### src/rtl/aes_128_issue_sched_if.sv
`default_nettype none
// +--------------------------------------------------------------------------+
// | aes_128_issue_sched_if : requester, core and status bundle for the       |
// | two-channel AES issue scheduler.                       Rev 1.0           |
// +--------------------------------------------------------------------------+
interface aes_128_issue_sched_if #(
  parameter int MAX_INFLIGHT = 8
);
  localparam int IW = $clog2(MAX_INFLIGHT) + 1;

  logic           in_valid_0;
  logic           in_valid_1;
  logic [127:0]   in_data_0;
  logic [127:0]   in_data_1;
  logic           in_ready_0;
  logic           in_ready_1;
  logic           key_ready;
  logic           core_in_en;
  logic [127:0]   core_in_data;
  logic           core_out_en;
  logic [127:0]   core_out_data;
  logic           core_coll_irq;
  logic           out_valid_0;
  logic           out_valid_1;
  logic [127:0]   out_data;
  logic [IW-1:0]  inflight;
  logic [7:0]     coll_cnt;
  logic           coll_clr;
  logic           orphan_err;

  modport master (
    output in_valid_0, in_valid_1, in_data_0, in_data_1, key_ready,
           core_out_en, core_out_data, core_coll_irq, coll_clr,
    input  in_ready_0, in_ready_1, core_in_en, core_in_data,
           out_valid_0, out_valid_1, out_data, inflight, coll_cnt, orphan_err
  );

  modport slave (
    input  in_valid_0, in_valid_1, in_data_0, in_data_1, key_ready,
           core_out_en, core_out_data, core_coll_irq, coll_clr,
    output in_ready_0, in_ready_1, core_in_en, core_in_data,
           out_valid_0, out_valid_1, out_data, inflight, coll_cnt, orphan_err
  );
endinterface
`default_nettype wire

### src/rtl/aes_128_issue_sched.sv
`default_nettype none
// +--------------------------------------------------------------------------+
// | aes_128_issue_sched : round-robin, rate-paced issue of two channels into |
// | the AES core with in-order tagged result return.       Rev 1.0           |
// +--------------------------------------------------------------------------+
module aes_128_issue_sched #(
  parameter int ISSUE_GAP    = 12,
  parameter int MAX_INFLIGHT = 8
) (
  input  wire logic            clk,
  input  wire logic            kill,
  aes_128_issue_sched_if.slave bus
);
  localparam int IW = $clog2(MAX_INFLIGHT) + 1;
  localparam int PW = $clog2(MAX_INFLIGHT);
  localparam int GW = (ISSUE_GAP > 1) ? $clog2(ISSUE_GAP) : 1;
  localparam logic [GW-1:0] GAP_RELOAD = GW'(ISSUE_GAP - 1);
  localparam logic [IW-1:0] FIFO_FULL  = IW'(MAX_INFLIGHT);

  logic [GW-1:0]  gap_q, gap_d;
  logic           rr_last_q, rr_last_d;
  logic [IW-1:0]  cnt_q, cnt_d;
  logic [PW-1:0]  wr_ptr_q, wr_ptr_d;
  logic [PW-1:0]  rd_ptr_q, rd_ptr_d;
  logic           tag_q [MAX_INFLIGHT];
  logic           cin_en_q, cin_en_d;
  logic [127:0]   cin_data_q, cin_data_d;
  logic           ov0_q, ov0_d;
  logic           ov1_q, ov1_d;
  logic [127:0]   odata_q, odata_d;
  logic [7:0]     coll_q, coll_d;
  logic           orphan_q, orphan_d;

  logic           can_issue;
  logic           grant_0;
  logic           grant_1;
  logic           push;
  logic           pop;
  logic           pop_tag;

  always_comb begin
    // kill gates the handshake so in_ready drops in the same cycle as the reset.
    can_issue = bus.key_ready & (gap_q == '0) & (cnt_q < FIFO_FULL)
              & (bus.in_valid_0 | bus.in_valid_1) & ~kill;
    grant_1   = bus.in_valid_1 & (~bus.in_valid_0 | ~rr_last_q);
    grant_0   = bus.in_valid_0 & ~grant_1;
    push      = can_issue;
    pop       = bus.core_out_en & (cnt_q != '0);
    pop_tag   = tag_q[rd_ptr_q];
  end

  always_comb begin
    gap_d      = (gap_q != '0) ? gap_q - GW'(1) : gap_q;
    rr_last_d  = rr_last_q;
    cin_en_d   = 1'b0;
    cin_data_d = cin_data_q;
    wr_ptr_d   = wr_ptr_q;
    if (push) begin
      gap_d      = GAP_RELOAD;
      rr_last_d  = grant_1;
      cin_en_d   = 1'b1;
      cin_data_d = grant_1 ? bus.in_data_1 : bus.in_data_0;
      wr_ptr_d   = wr_ptr_q + PW'(1);
    end
  end

  always_comb begin
    ov0_d    = 1'b0;
    ov1_d    = 1'b0;
    odata_d  = odata_q;
    rd_ptr_d = rd_ptr_q;
    orphan_d = orphan_q | (bus.core_out_en & (cnt_q == '0));
    if (pop) begin
      ov0_d    = ~pop_tag;
      ov1_d    = pop_tag;
      odata_d  = bus.core_out_data;
      rd_ptr_d = rd_ptr_q + PW'(1);
    end
    case ({push, pop})
      2'b10:   cnt_d = cnt_q + IW'(1);
      2'b01:   cnt_d = cnt_q - IW'(1);
      default: cnt_d = cnt_q;
    endcase
  end

  always_comb begin
    coll_d = coll_q;
    if (bus.coll_clr) begin
      coll_d = '0;
    end else if (bus.core_coll_irq && (coll_q != 8'hFF)) begin
      coll_d = coll_q + 8'd1;
    end
  end

  always_ff @(posedge clk or posedge kill) begin
    if (kill) begin
      gap_q      <= '0;
      rr_last_q  <= 1'b1;
      cnt_q      <= '0;
      wr_ptr_q   <= '0;
      rd_ptr_q   <= '0;
      cin_en_q   <= 1'b0;
      cin_data_q <= '0;
      ov0_q      <= 1'b0;
      ov1_q      <= 1'b0;
      odata_q    <= '0;
      coll_q     <= '0;
      orphan_q   <= 1'b0;
      for (int i = 0; i < MAX_INFLIGHT; i++) begin
        tag_q[i] <= 1'b0;
      end
    end else begin
      gap_q      <= gap_d;
      rr_last_q  <= rr_last_d;
      cnt_q      <= cnt_d;
      wr_ptr_q   <= wr_ptr_d;
      rd_ptr_q   <= rd_ptr_d;
      cin_en_q   <= cin_en_d;
      cin_data_q <= cin_data_d;
      ov0_q      <= ov0_d;
      ov1_q      <= ov1_d;
      odata_q    <= odata_d;
      coll_q     <= coll_d;
      orphan_q   <= orphan_d;
      if (push) begin
        tag_q[wr_ptr_q] <= grant_1;
      end
    end
  end

  assign bus.in_ready_0   = can_issue & grant_0;
  assign bus.in_ready_1   = can_issue & grant_1;
  assign bus.core_in_en   = cin_en_q;
  assign bus.core_in_data = cin_data_q;
  assign bus.out_valid_0  = ov0_q;
  assign bus.out_valid_1  = ov1_q;
  assign bus.out_data     = odata_q;
  assign bus.inflight     = cnt_q;
  assign bus.coll_cnt     = coll_q;
  assign bus.orphan_err   = orphan_q;
endmodule
`default_nettype wire

### src/flat_wrapper.sv
// flat-port wrapper written by rule: the top's interface ports become plain ports
module aes_128_issue_sched_flat 
#(
  parameter int ISSUE_GAP    = 12,
  parameter int MAX_INFLIGHT = 8
)
  (clk, kill, bus_in_valid_0, bus_in_valid_1, bus_in_data_0, bus_in_data_1, bus_key_ready, bus_core_out_en, bus_core_out_data, bus_core_coll_irq, bus_coll_clr, bus_in_ready_0, bus_in_ready_1, bus_core_in_en, bus_core_in_data, bus_out_valid_0, bus_out_valid_1, bus_out_data, bus_inflight, bus_coll_cnt, bus_orphan_err);
  aes_128_issue_sched_if #(.MAX_INFLIGHT(MAX_INFLIGHT)) bus_i ();
  input  wire logic clk;
  input  wire logic kill;
  input wire logic [$bits(bus_i.in_valid_0)-1:0] bus_in_valid_0;
  input wire logic [$bits(bus_i.in_valid_1)-1:0] bus_in_valid_1;
  input wire logic [$bits(bus_i.in_data_0)-1:0] bus_in_data_0;
  input wire logic [$bits(bus_i.in_data_1)-1:0] bus_in_data_1;
  input wire logic [$bits(bus_i.key_ready)-1:0] bus_key_ready;
  input wire logic [$bits(bus_i.core_out_en)-1:0] bus_core_out_en;
  input wire logic [$bits(bus_i.core_out_data)-1:0] bus_core_out_data;
  input wire logic [$bits(bus_i.core_coll_irq)-1:0] bus_core_coll_irq;
  input wire logic [$bits(bus_i.coll_clr)-1:0] bus_coll_clr;
  output wire logic [$bits(bus_i.in_ready_0)-1:0] bus_in_ready_0;
  output wire logic [$bits(bus_i.in_ready_1)-1:0] bus_in_ready_1;
  output wire logic [$bits(bus_i.core_in_en)-1:0] bus_core_in_en;
  output wire logic [$bits(bus_i.core_in_data)-1:0] bus_core_in_data;
  output wire logic [$bits(bus_i.out_valid_0)-1:0] bus_out_valid_0;
  output wire logic [$bits(bus_i.out_valid_1)-1:0] bus_out_valid_1;
  output wire logic [$bits(bus_i.out_data)-1:0] bus_out_data;
  output wire logic [$bits(bus_i.inflight)-1:0] bus_inflight;
  output wire logic [$bits(bus_i.coll_cnt)-1:0] bus_coll_cnt;
  output wire logic [$bits(bus_i.orphan_err)-1:0] bus_orphan_err;
  assign bus_i.in_valid_0 = bus_in_valid_0;
  assign bus_i.in_valid_1 = bus_in_valid_1;
  assign bus_i.in_data_0 = bus_in_data_0;
  assign bus_i.in_data_1 = bus_in_data_1;
  assign bus_i.key_ready = bus_key_ready;
  assign bus_i.core_out_en = bus_core_out_en;
  assign bus_i.core_out_data = bus_core_out_data;
  assign bus_i.core_coll_irq = bus_core_coll_irq;
  assign bus_i.coll_clr = bus_coll_clr;
  assign bus_in_ready_0 = bus_i.in_ready_0;
  assign bus_in_ready_1 = bus_i.in_ready_1;
  assign bus_core_in_en = bus_i.core_in_en;
  assign bus_core_in_data = bus_i.core_in_data;
  assign bus_out_valid_0 = bus_i.out_valid_0;
  assign bus_out_valid_1 = bus_i.out_valid_1;
  assign bus_out_data = bus_i.out_data;
  assign bus_inflight = bus_i.inflight;
  assign bus_coll_cnt = bus_i.coll_cnt;
  assign bus_orphan_err = bus_i.orphan_err;
  aes_128_issue_sched #(.ISSUE_GAP(ISSUE_GAP), .MAX_INFLIGHT(MAX_INFLIGHT)) u_core (.clk(clk), .kill(kill), .bus(bus_i));
endmodule
### config.mk
export PLATFORM = sky130hd
export DESIGN_NAME = aes_128_issue_sched_flat
export DESIGN_NICKNAME = d
export VERILOG_FILES = /design/src/rtl/aes_128_issue_sched_if.sv /design/src/rtl/aes_128_issue_sched.sv /design/src/flat_wrapper.sv
export SDC_FILE = /design/constraint.sdc
export NUM_CORES = 1
export LEC_CHECK = 0
export CORE_AREA = 2 2 257 259
export DETAILED_ROUTE_END_ITERATION = 16
export DIE_AREA = 0 0 259 261
export PLACE_DENSITY = 0.51
export SYNTH_ARGS = -nofsm -noshare
export SYNTH_HDL_FRONTEND = slang
export SYNTH_SLANG_ARGS = --single-unit
### constraint.sdc
create_clock -name clk -period 11 [get_ports clk]
set_input_delay 2.2 -clock clk [delete_from_list [all_inputs] [get_ports clk]]
set_output_delay 2.2 -clock clk [all_outputs]
set_load 0.02 [all_outputs]
==> results of run 1 <==
flip-flops by register name, indices dropped and copies added, names as in the netlist:
| name | cells |
|---|---|
| u_core.wr_ptr_q | 3 |
| u_core.rd_ptr_q | 3 |
| u_core.bus.core_in_data | 128 |
| u_core.bus.coll_cnt | 8 |
| u_core.bus.core_in_en | 1 |
| u_core.bus.inflight | 4 |
| u_core.gap_q | 4 |
| u_core.tag_q | 8 |
| u_core.bus.out_valid_0 | 1 |
| u_core.rr_last_q | 1 |
| u_core.bus.orphan_err | 1 |
| u_core.bus.out_valid_1 | 1 |
| u_core.bus.out_data | 128 |
cell type report:
cell class / instances / share of cell area, %
inverter: 6 / 0.154
antenna: 1 / 0.0119
multi-input combinational: 878 / 22.3
clock buffer: 57 / 5.53
tap: 864 / 5.13
sequential: 291 / 34.5
clock inverter: 8 / 0.344
timing repair buffer: 672 / 31.9
per-stage QoR:
step	worst slack [ps]	total power (uW)
floorplan	768	2590
CTS	3990	5010
finish	4030	4920
global placement	4050	3700
detailed placement	3990	3730
global route	3850	5230
kinds of logic after synthesis:
family | after synthesis | synth area share, %
muxes | 143 | 11.9
xor gates and xnor gates | 12 | 0.853
DFF | 291 | 59.1
and+or+nand+nor | 566 | 18.2
AOI/OAI and AO/OA | 150 | 6.38
adders and majority gates | 7 | 0.711
buffers and inverters | 83 | 2.76
placed cells by master, fill, tap and decap left out, drive strengths merged, types with 2 or more instances in the layout:
cell           Yosys  layout
clkdlybuf4s50      0     665
nand2            525     525
dfrtp            290     290
o21ai            133     133
mux2i            132     132
clkbuf            59      57
nor2              12      12
mux2               9       9
xor2               7       7
ha                 7       7
buf               18       7
inv                4       7
clkinv             2       6
xnor2              5       5
a21oi              4       4
and3               4       4
and2               3       3
nand3              3       3
o211ai             3       3
nor4b              3       3
or3b               2       2
nor3b              2       2
nor4               2       2
a21o               2       2
mux4               2       2
nor2b              2       2
nand4b             2       2
nand4              2       2
final timing paths:
| kind | endpoint | slack (ps) |
|---|---|---|
| setup / recovery | bus_in_ready_1 | 4030 |
| hold / removal | u_core.bus.orphan_err | 460 |
| setup reg to reg | u_core.bus.core_in_data[77] | 7290 |
| hold reg to reg | u_core.bus.orphan_err | 460 |
| max in group asynchronous | u_core.bus.out_data[37] | 7300 |
| min in group asynchronous | u_core.bus.core_in_data[22] | 2160 |
where the power goes:
| group | total (uW) | internal (uW) | switching [uW] |
|---|---|---|---|
| registers | 1690 | 1450 | 240 |
| logic | 2000 | 941 | 1060 |
| clock network | 1240 | 754 | 484 |
routing by layer:
layer,vias up,global-route usage (%),wire length [um]
met3,80,5.01,4340
met1,5088,15.3,18100
met5,-,0,68
li1,5356,-,-
met4,10,4.42,1380
met2,447,23.1,23400
==> results.tsv, run 1 <==
stage	metric	value	unit
logic_synthesis	Syn Inst Count	1252	
logic_synthesis	Syn. warnings	0	
sta	Final Hold Viols	0	
logic_synthesis	mean post-synth cell area	9.84	um^2
finish	final std cells w/o fill	2777	
clocking	Root Buffer	clkbuf_16	
clocking	clock buffer count from CTS	39	
sta	Worst-Margin Slew	1120	ps
route	antenna viol nets, final	0	
route	first-pass detailed-route iteration total	4	
setup_path	cell at the slowest stage of the critical path	or3b_4	
logic_synthesis	share of the synthesized area in the top cell type	58.9	%
floorplanning	die width	259	um
placement	Area after DPL	19800	um^2
power_and_ir_drop	Max VDD drop	117	uV
setup_path	CP max stage delay	680	ps
clocking	Skew-Pair Late Insertion Delay	540	ps
logic_synthesis	cell taking the most area after synthesis	dfrtp_1	
clocking	post-CTS setup buffers	0	
worst_hold_path	hold_sp	u_core.bus.orphan_err	
sta	# setup viols final	0	
status	status	finished, final reports clean	
setup_path	Worst EP required	8800	ps
logic_synthesis	sequential share of the synthesized area	59.1	%
logic_synthesis	Post-synth EDFFs	0	
floorplanning	die height	261	um
route	1st-iter DRT viols	603	
floorplanning	die area	67600	um^2
clocking	CTS resizes	0	
finish	nets	2287	
logic_synthesis	synth top area cells	dfrtp_1, nand2_1, mux2i_1, o21ai_0, clkbuf_1	
power_and_ir_drop	Power Density	234	nW/um^2
sta	final worst clock skew	19.6	ps
setup_path	crit path cell chain	clkdlybuf4s50_1 > nor3b_1 > or3b_4 > clkinv_1 > and2_1 > clkdlybuf4s50_1	
route	wire per inst	17.1	um
finish	Filler cells	6569	
setup_path	FF-to-FF Start	u_core.gap_q[0]	
global_routing	GRT overflow	0	
floorplanning	Row Count	94	
run	MaxCap Viol Count	0	
setup_path	CP Capture Type	output port	
setup_path	most used cell, CP	clkdlybuf4s50_1	
finish	final instance area	21100	um^2
clocking	# hold bufs at CTS	0	
clocking	H-tree depth	2	
sta	max-slew violation count	0	
logic_synthesis	Synth cell types	45	
worst_hold_path	HP Class	reg2reg	
placement	placed wire-length estimate	35400	um
placement	port bufs	665	
global_routing	number of global-route vias before repair	11300	
power_and_ir_drop	Leak	0.00953	uW
setup_path	Critical Path Fanout Max	62	
floorplanning	Top Ports	666	
global_routing	initial antenna violation count	7	
sta	total negative setup slack	0	ps
setup_path	Crit Path Category	in2out	
logic_synthesis	asr flop ratio synth	100	%
route	WL final	47400	um
setup_path	cell depth of the worst setup path	6	
global_routing	first-pass GRT wire length	69600	um
finish	layout cells sized above 1	4.34	%
worst_hold_path	WHS Path Cells	1	
placement	Inst Count DP	2711	
setup_path	delay-heaviest family, CP	buffers and inverters	
clocking	Clock Sinks	291	
logic_synthesis	Yosys reg bits	291	
finish	fin util	32.4	%
sta	Hold WS	463	ps
route	Via density	3.95	
setup_path	Reg2Reg Depth	7	
logic_synthesis	Mapped Area	12300	um^2
sta	f_max	0.143	GHz
finish	Syn-to-layout area delta	71.2	%
setup_path	startpoint class of the critical path	input pin	
sta	Final period util	63.4	%
finish	FF+latch area	7280	um^2
finish	multi-input logic area	4710	um^2
route	via count	11000	
floorplanning	initial core utilization	18.9	%
clocking	CTS tree	built	
clocking	Clock transition at path regs	50	ps
route	# DRC	0	
logic_synthesis	Mapped Nets	1651	
sta	Slew HR	25.4	%
setup_path	Worst Path Arrival	4770	ps
global_routing	largest net degree at the start of global routing	158	
logic_synthesis	dominant synthesized flop cell	dfrtp_1	
setup_path	Bufs and invs on worst path	3	
placement	routability cong.	0.810	
logic_synthesis	cell with the most instances after synthesis	nand2_1	
clocking	Max clock buf depth	3	
sta	RSZ-0062 raised after global routing	no	
setup_path	Crit. Startpoint	kill	
logic_synthesis	Synth top cells by count	nand2_1, dfrtp_1, o21ai_0	
global_routing	total track usage	13.4	%
floorplanning	CORE AREA	65000	um^2
sta	Final min period	6970	ps
Note: power is estimated with default switching activity, not from simulation.
==> inputs of run 2 (changes only) <==
--- a/config.mk
+++ b/config.mk
@@ -5,10 +5,10 @@
 export SDC_FILE = /design/constraint.sdc
 export NUM_CORES = 1
 export LEC_CHECK = 0
-export CORE_AREA = 2 2 257 259
+export CORE_AREA = 2 2 260 262
 export DETAILED_ROUTE_END_ITERATION = 16
-export DIE_AREA = 0 0 259 261
-export PLACE_DENSITY = 0.51
+export DIE_AREA = 0 0 262 264
+export PLACE_DENSITY = 0.52
 export SYNTH_ARGS = -nofsm -noshare
 export SYNTH_HDL_FRONTEND = slang
 export SYNTH_SLANG_ARGS = --single-unit
==> constraint.sdc (replaced) <==
create_clock -name clk -period 6 [get_ports clk]
set_input_delay 1.2 -clock clk [delete_from_list [all_inputs] [get_ports clk]]
set_output_delay 1.2 -clock clk [all_outputs]
set_load 0.02 [all_outputs]
==> results.tsv, run 2 (same netlist as run 1, synthesis figures left out) <==
stage	metric	value	unit
status	status	finished, final reports clean	
sta	# setup viols final	0	
setup_path	startpoint class of the critical path	input pin	
placement	routability cong.	0.813	
floorplanning	Row Count	95	
setup_path	Critical Path Fanout Max	26	
route	1st-iter DRT viols	513	
sta	max-slew violation count	0	
clocking	Clock transition at path regs	50	ps
sta	Slew HR	21.9	%
placement	port bufs	665	
setup_path	CP Capture Type	output port	
power_and_ir_drop	Leak	0.00956	uW
placement	Inst Count DP	2722	
floorplanning	CORE AREA	66600	um^2
finish	Syn-to-layout area delta	72.0	%
clocking	Max clock buf depth	3	
run	MaxCap Viol Count	0	
setup_path	cell depth of the worst setup path	6	
global_routing	initial antenna violation count	4	
floorplanning	die width	262	um
power_and_ir_drop	Sw Share	35.2	%
worst_hold_path	WHS Path Cells	2	
clocking	# hold bufs at CTS	0	
sta	total negative setup slack	0	ps
setup_path	CP max stage delay	640	ps
power_and_ir_drop	Power Density	428	nW/um^2
route	first-pass detailed-route iteration total	4	
clocking	Root Buffer	clkbuf_16	
setup_path	Bufs and invs on worst path	3	
sta	f_max	0.213	GHz
global_routing	number of global-route vias before repair	11500	
clocking	Clock Sinks	291	
floorplanning	die height	264	um
setup_path	Crit Path Category	in2out	
route	# DRC	0	
sta	RSZ-0062 raised after global routing	no	
finish	Filler cells	6856	
setup_path	Reg2Reg Depth	10	
sta	Final Hold Viols	0	
power_and_ir_drop	NetSw	3190	uW
setup_path	delay-heaviest family, CP	buffers and inverters	
floorplanning	die area	69200	um^2
route	wire per inst	16.2	um
finish	commonest non-fill, non-tap cell in the layout	clkdlybuf4s50_1	
route	antenna viol nets, final	0	
sta	Final period util	78.2	%
clocking	H-tree depth	2	
global_routing	total track usage	12.7	%
power_and_ir_drop	Max VDD drop	172	uV
finish	layout cells sized above 1	4.39	%
route	Via density	3.92	
clocking	CTS tree	built	
power_and_ir_drop	Reg power frac	34.3	%
sta	Worst-Margin Slew	1170	ps
setup_path	crit path cell chain	clkdlybuf4s50_1 > nor3b_1 > or3b_4 > clkinv_1 > and2_1 > clkdlybuf4s50_1	
route	WL final	45300	um
clocking	CTS resizes	0	
sta	Hold WS	470	ps
placement	pre-CTS setup slack	1290	ps
sta	Final Worst Setup Slack	1310	ps
clocking	post-CTS setup buffers	0	
floorplanning	initial core utilization	18.5	%
global_routing	first-pass GRT wire length	68200	um
setup_path	cell at the slowest stage of the critical path	clkdlybuf4s50_1	
global_routing	GRT overflow	0	
clocking	Skew-Pair Late Insertion Delay	540	ps
power_and_ir_drop	Clk pwr share	25.8	%
power_and_ir_drop	internal power	5870	uW
floorplanning	Top Ports	666	
finish	most frequent cells in the layout	clkdlybuf4s50_1, nand2_1, dfrtp_1	
placement	placed wire-length estimate	33800	um
setup_path	most used cell, CP	clkdlybuf4s50_1	
power_and_ir_drop	power after layout	9060	uW
clocking	clock buffer count from CTS	37	
global_routing	largest net degree at the start of global routing	243	
finish	final std cells w/o fill	2789	
route	via count	10900	
power_and_ir_drop	combinational power share	40.0	%
setup_path	Worst EP required	4800	ps
setup_path	Worst Path Arrival	3490	ps
sta	final worst clock skew	11.4	ps
sta	Final min period	4690	ps
worst_hold_path	HP Class	reg2reg	
finish	nets	2287	
==> run 2: cell count changes in the layout (fill, tap and decap cells not counted), sizes merged <==
cell	previous run	this run
buf	7	9
clkbuf	57	59
clkinv	6	2
inv	7	5
bufinv	1	4
clkinvlp	0	2
==> run 2: area by class of cell <==
| type | instances | area, um^2 | share of cell area, % |
|---|---|---|---|
| well taps | 873 | 1090 | 5.16 |
| flip-flops and latches | 291 | 7280 | 34.4 |
| multi-input cells | 878 | 4710 | 22.2 |
| inverters | 6 | 28.8 | 0.136 |
| repair buffers | 674 | 6770 | 32.0 |
| clock inverters | 7 | 141 | 0.667 |
| clock buffers | 59 | 1150 | 5.43 |
| diodes | 1 | 2.50 | 0.0118 |
==> run 2: worst reg2reg max path, cell delays in order (launching register included) <==
cell and delay [ps]:
dfrtp_1 440, nor4_1 470, nand2b_4 570, inv_4 300, ha_1 380, xor2_1 170, ha_1 190, a21oi_1 150
xor2_1 150, nor2_1 60, xor2_1 140
==> run 2: worst paths after layout <==
| kind | startpoint | end | slack [ps] |
|---|---|---|---|
| max | kill | bus_in_ready_1 | 1310 |
| min | u_core.bus.out_data[123] | u_core.bus.out_data[123] | 470 |
| max reg2reg | u_core.bus.inflight[3] | u_core.bus.inflight[2] | 2870 |
| min reg2reg | u_core.bus.out_data[123] | u_core.bus.out_data[123] | 470 |
| max in group asynchronous | kill | u_core.bus.out_data[72] | 3660 |
| min in group asynchronous | kill | u_core.bus.core_in_data[33] | 1180 |
==> run 2: stage by stage <==
stage / area [um^2] / util, %
global placement: 19900 / 29.9
global route: 21200 / 31.8
floorplan: 12300 / -
finish: 21200 / 31.8
detailed placement: 19900 / 29.9
CTS: 21200 / 31.8
==> run 2: layer usage <==
layer / GRT usage [%] / vias up / part of all wire [%]
met5: 0 / - / 0.082
met4: 4.20 / 6 / 2.8
met3: 4.59 / 77 / 10
met2: 22.5 / 460 / 50
met1: 13.9 / 5023 / 37
li1: - / 5363 / -
==> run 2: power groups by stage <==
stage	combinational, uW	sequential, uW	clock [uW]
2_1_floorplan	894	3860	0
3_3_place_gp	3660	3100	0
3_5_place_dp	3680	3120	0
4_1_cts	3690	3110	2440
5_1_grt	3920	3200	2510
6_report	3620	3100	2340
==> inputs of run 3 (changes only) <==
==> constraint.sdc (replaced) <==
create_clock -name clk -period 4.2 [get_ports clk]
set_input_delay 0.84 -clock clk [delete_from_list [all_inputs] [get_ports clk]]
set_output_delay 0.84 -clock clk [all_outputs]
set_load 0.02 [all_outputs]
==> results.tsv, run 3 (same netlist as run 1, synthesis figures left out) <==
stage	metric	value	unit
finish	final std cells w/o fill	2792	
global_routing	first-pass GRT wire length	67800	um
setup_path	most used cell, CP	or3b_4	
setup_path	CP max stage delay	610	ps
placement	routability cong.	0.808	
worst_hold_path	HP Class	reg2reg	
clocking	H-tree depth	2	
sta	# setup viols final	0	
run	MaxCap Viol Count	0	
finish	fin util	31.8	%
sta	RSZ-0062 raised after global routing	no	
setup_path	Reg2Reg Depth	12	
global_routing	GRT overflow	0	
placement	placed wire-length estimate	34000	um
power_and_ir_drop	Power Density	600	nW/um^2
floorplanning	die area	69200	um^2
clocking	CTS tree	built	
setup_path	Crit Path Category	reg2out	
setup_path	crit path cell chain	inv_1 > ha_1 > or3b_4 > or3b_4 > clkinv_1 > and2_1 > clkdlybuf4s50_1	
route	# DRC	0	
setup_path	Critical Path Fanout Max	8	
sta	f_max	0.257	GHz
clocking	Root Buffer	clkbuf_16	
status	status	finished, final reports clean	
floorplanning	Top Ports	666	
clocking	Clock Sinks	291	
global_routing	initial antenna violation count	3	
sta	Worst-Margin Slew	1090	ps
power_and_ir_drop	internal power	8150	uW
route	WL final	45100	um
setup_path	startpoint class of the critical path	flip-flop	
setup_path	Worst Path Arrival	3060	ps
clocking	Max clock buf depth	3	
floorplanning	die height	264	um
clocking	clock buffer count from CTS	36	
clocking	Skew-Pair Late Insertion Delay	540	ps
floorplanning	die width	262	um
power_and_ir_drop	Reg power frac	34.9	%
setup_path	CP Capture Type	output port	
clocking	Clock transition at path regs	50	ps
route	wire per inst	16.2	um
global_routing	largest net degree at the start of global routing	244	
setup_path	Worst EP required	3360	ps
clocking	CTS resizes	0	
route	first-pass detailed-route iteration total	4	
finish	most frequent cells in the layout	clkdlybuf4s50_1, nand2_1, dfrtp_1	
floorplanning	initial core utilization	18.5	%
global_routing	number of global-route vias before repair	11500	
power_and_ir_drop	Clk pwr share	24.1	%
worst_hold_path	WHS Path Cells	1	
power_and_ir_drop	combinational power share	41.0	%
finish	nets	2295	
route	antenna viol nets, final	0	
sta	Final Hold Viols	0	
power_and_ir_drop	Sw Share	35.8	%
placement	port bufs	665	
sta	Final min period	3900	ps
route	1st-iter DRT viols	477	
global_routing	total track usage	12.7	%
sta	max-slew violation count	0	
route	Via density	3.87	
floorplanning	CORE AREA	66600	um^2
clocking	# hold bufs at CTS	0	
sta	Hold WS	462	ps
placement	Area after DPL	20000	um^2
placement	Inst Count DP	2731	
finish	final instance area	21100	um^2
finish	commonest non-fill, non-tap cell in the layout	clkdlybuf4s50_1	
sta	final worst clock skew	24.5	ps
clocking	post-CTS setup buffers	0	
sta	Final period util	92.8	%
power_and_ir_drop	NetSw	4550	uW
route	via count	10800	
finish	layout cells sized above 1	4.59	%
power_and_ir_drop	Leak	0.00956	uW
finish	Syn-to-layout area delta	71.7	%
floorplanning	Row Count	95	
sta	Slew HR	27.4	%
setup_path	cell at the slowest stage of the critical path	clkdlybuf4s50_1	
power_and_ir_drop	Max VDD drop	320	uV
-- run 3: through the flow --
| stage | total power, uW | TNS (ps) | worst slack, ps |
|---|---|---|---|
| 4_1_cts | 12900 | 0 | 228 |
| 2_1_floorplan | 6790 | -145100 | -500 |
| 3_3_place_gp | 9690 | 0 | 457 |
| 3_5_place_dp | 9750 | 0 | 396 |
| 5_1_grt | 13500 | 0 | 120 |
| 6_report | 12700 | 0 | 302 |
-- run 3: cell type report --
cell class                 instances  area, um^2
antenna                            1        2.50
clock buffer                      50        1010
clock inverter                    10         133
fill                            6782       45400
inverter                           6        28.8
multi-input combinational        878        4710
sequential                       291        7280
tap                              873        1090
timing repair buffer             683        6880
-- run 3: critical path, delay by kind of cell (launching register included) --
kind                     cells  cell delay, ps
adder cells (fa/ha/maj)      1             230
buffers and inverters        3             860
flip-flops                   1             400
AND/OR/NAND/NOR              3            1050
-- run 3: routing by layer --
metal / vias up / global-route usage, % / wire [um]
met4: 4 / 3.33 / 952
met3: 57 / 4.60 / 4370
met1: 4964 / 13.8 / 16800
met5: - / 0 / 27
met2: 422 / 23.0 / 22900
li1: 5363 / - / -
-- run 3: path summary, 6_finish.rpt --
| path | slack [ps] | from | endpoint |
|---|---|---|---|
| worst max-delay path | 300 | u_core.gap_q[0] | bus_in_ready_1 |
| worst min-delay path | 460 | u_core.bus.orphan_err | u_core.bus.orphan_err |
| worst max register to register | 1140 | u_core.gap_q[0] | u_core.bus.inflight[2] |
| worst min register to register | 460 | u_core.bus.orphan_err | u_core.bus.orphan_err |
| max in group asynchronous | 2490 | kill | u_core.bus.core_in_data[81] |
| min in group asynchronous | 770 | kill | u_core.bus.core_in_data[6] |
-- run 3: power groups by stage --
stage	clock (uW)	combinational, uW	sequential (uW)
2_1_floorplan	0	1280	5520
3_3_place_gp	0	5270	4420
3_5_place_dp	0	5300	4450
4_1_cts	3190	5300	4440
5_1_grt	3310	5630	4570
6_report	3060	5200	4430
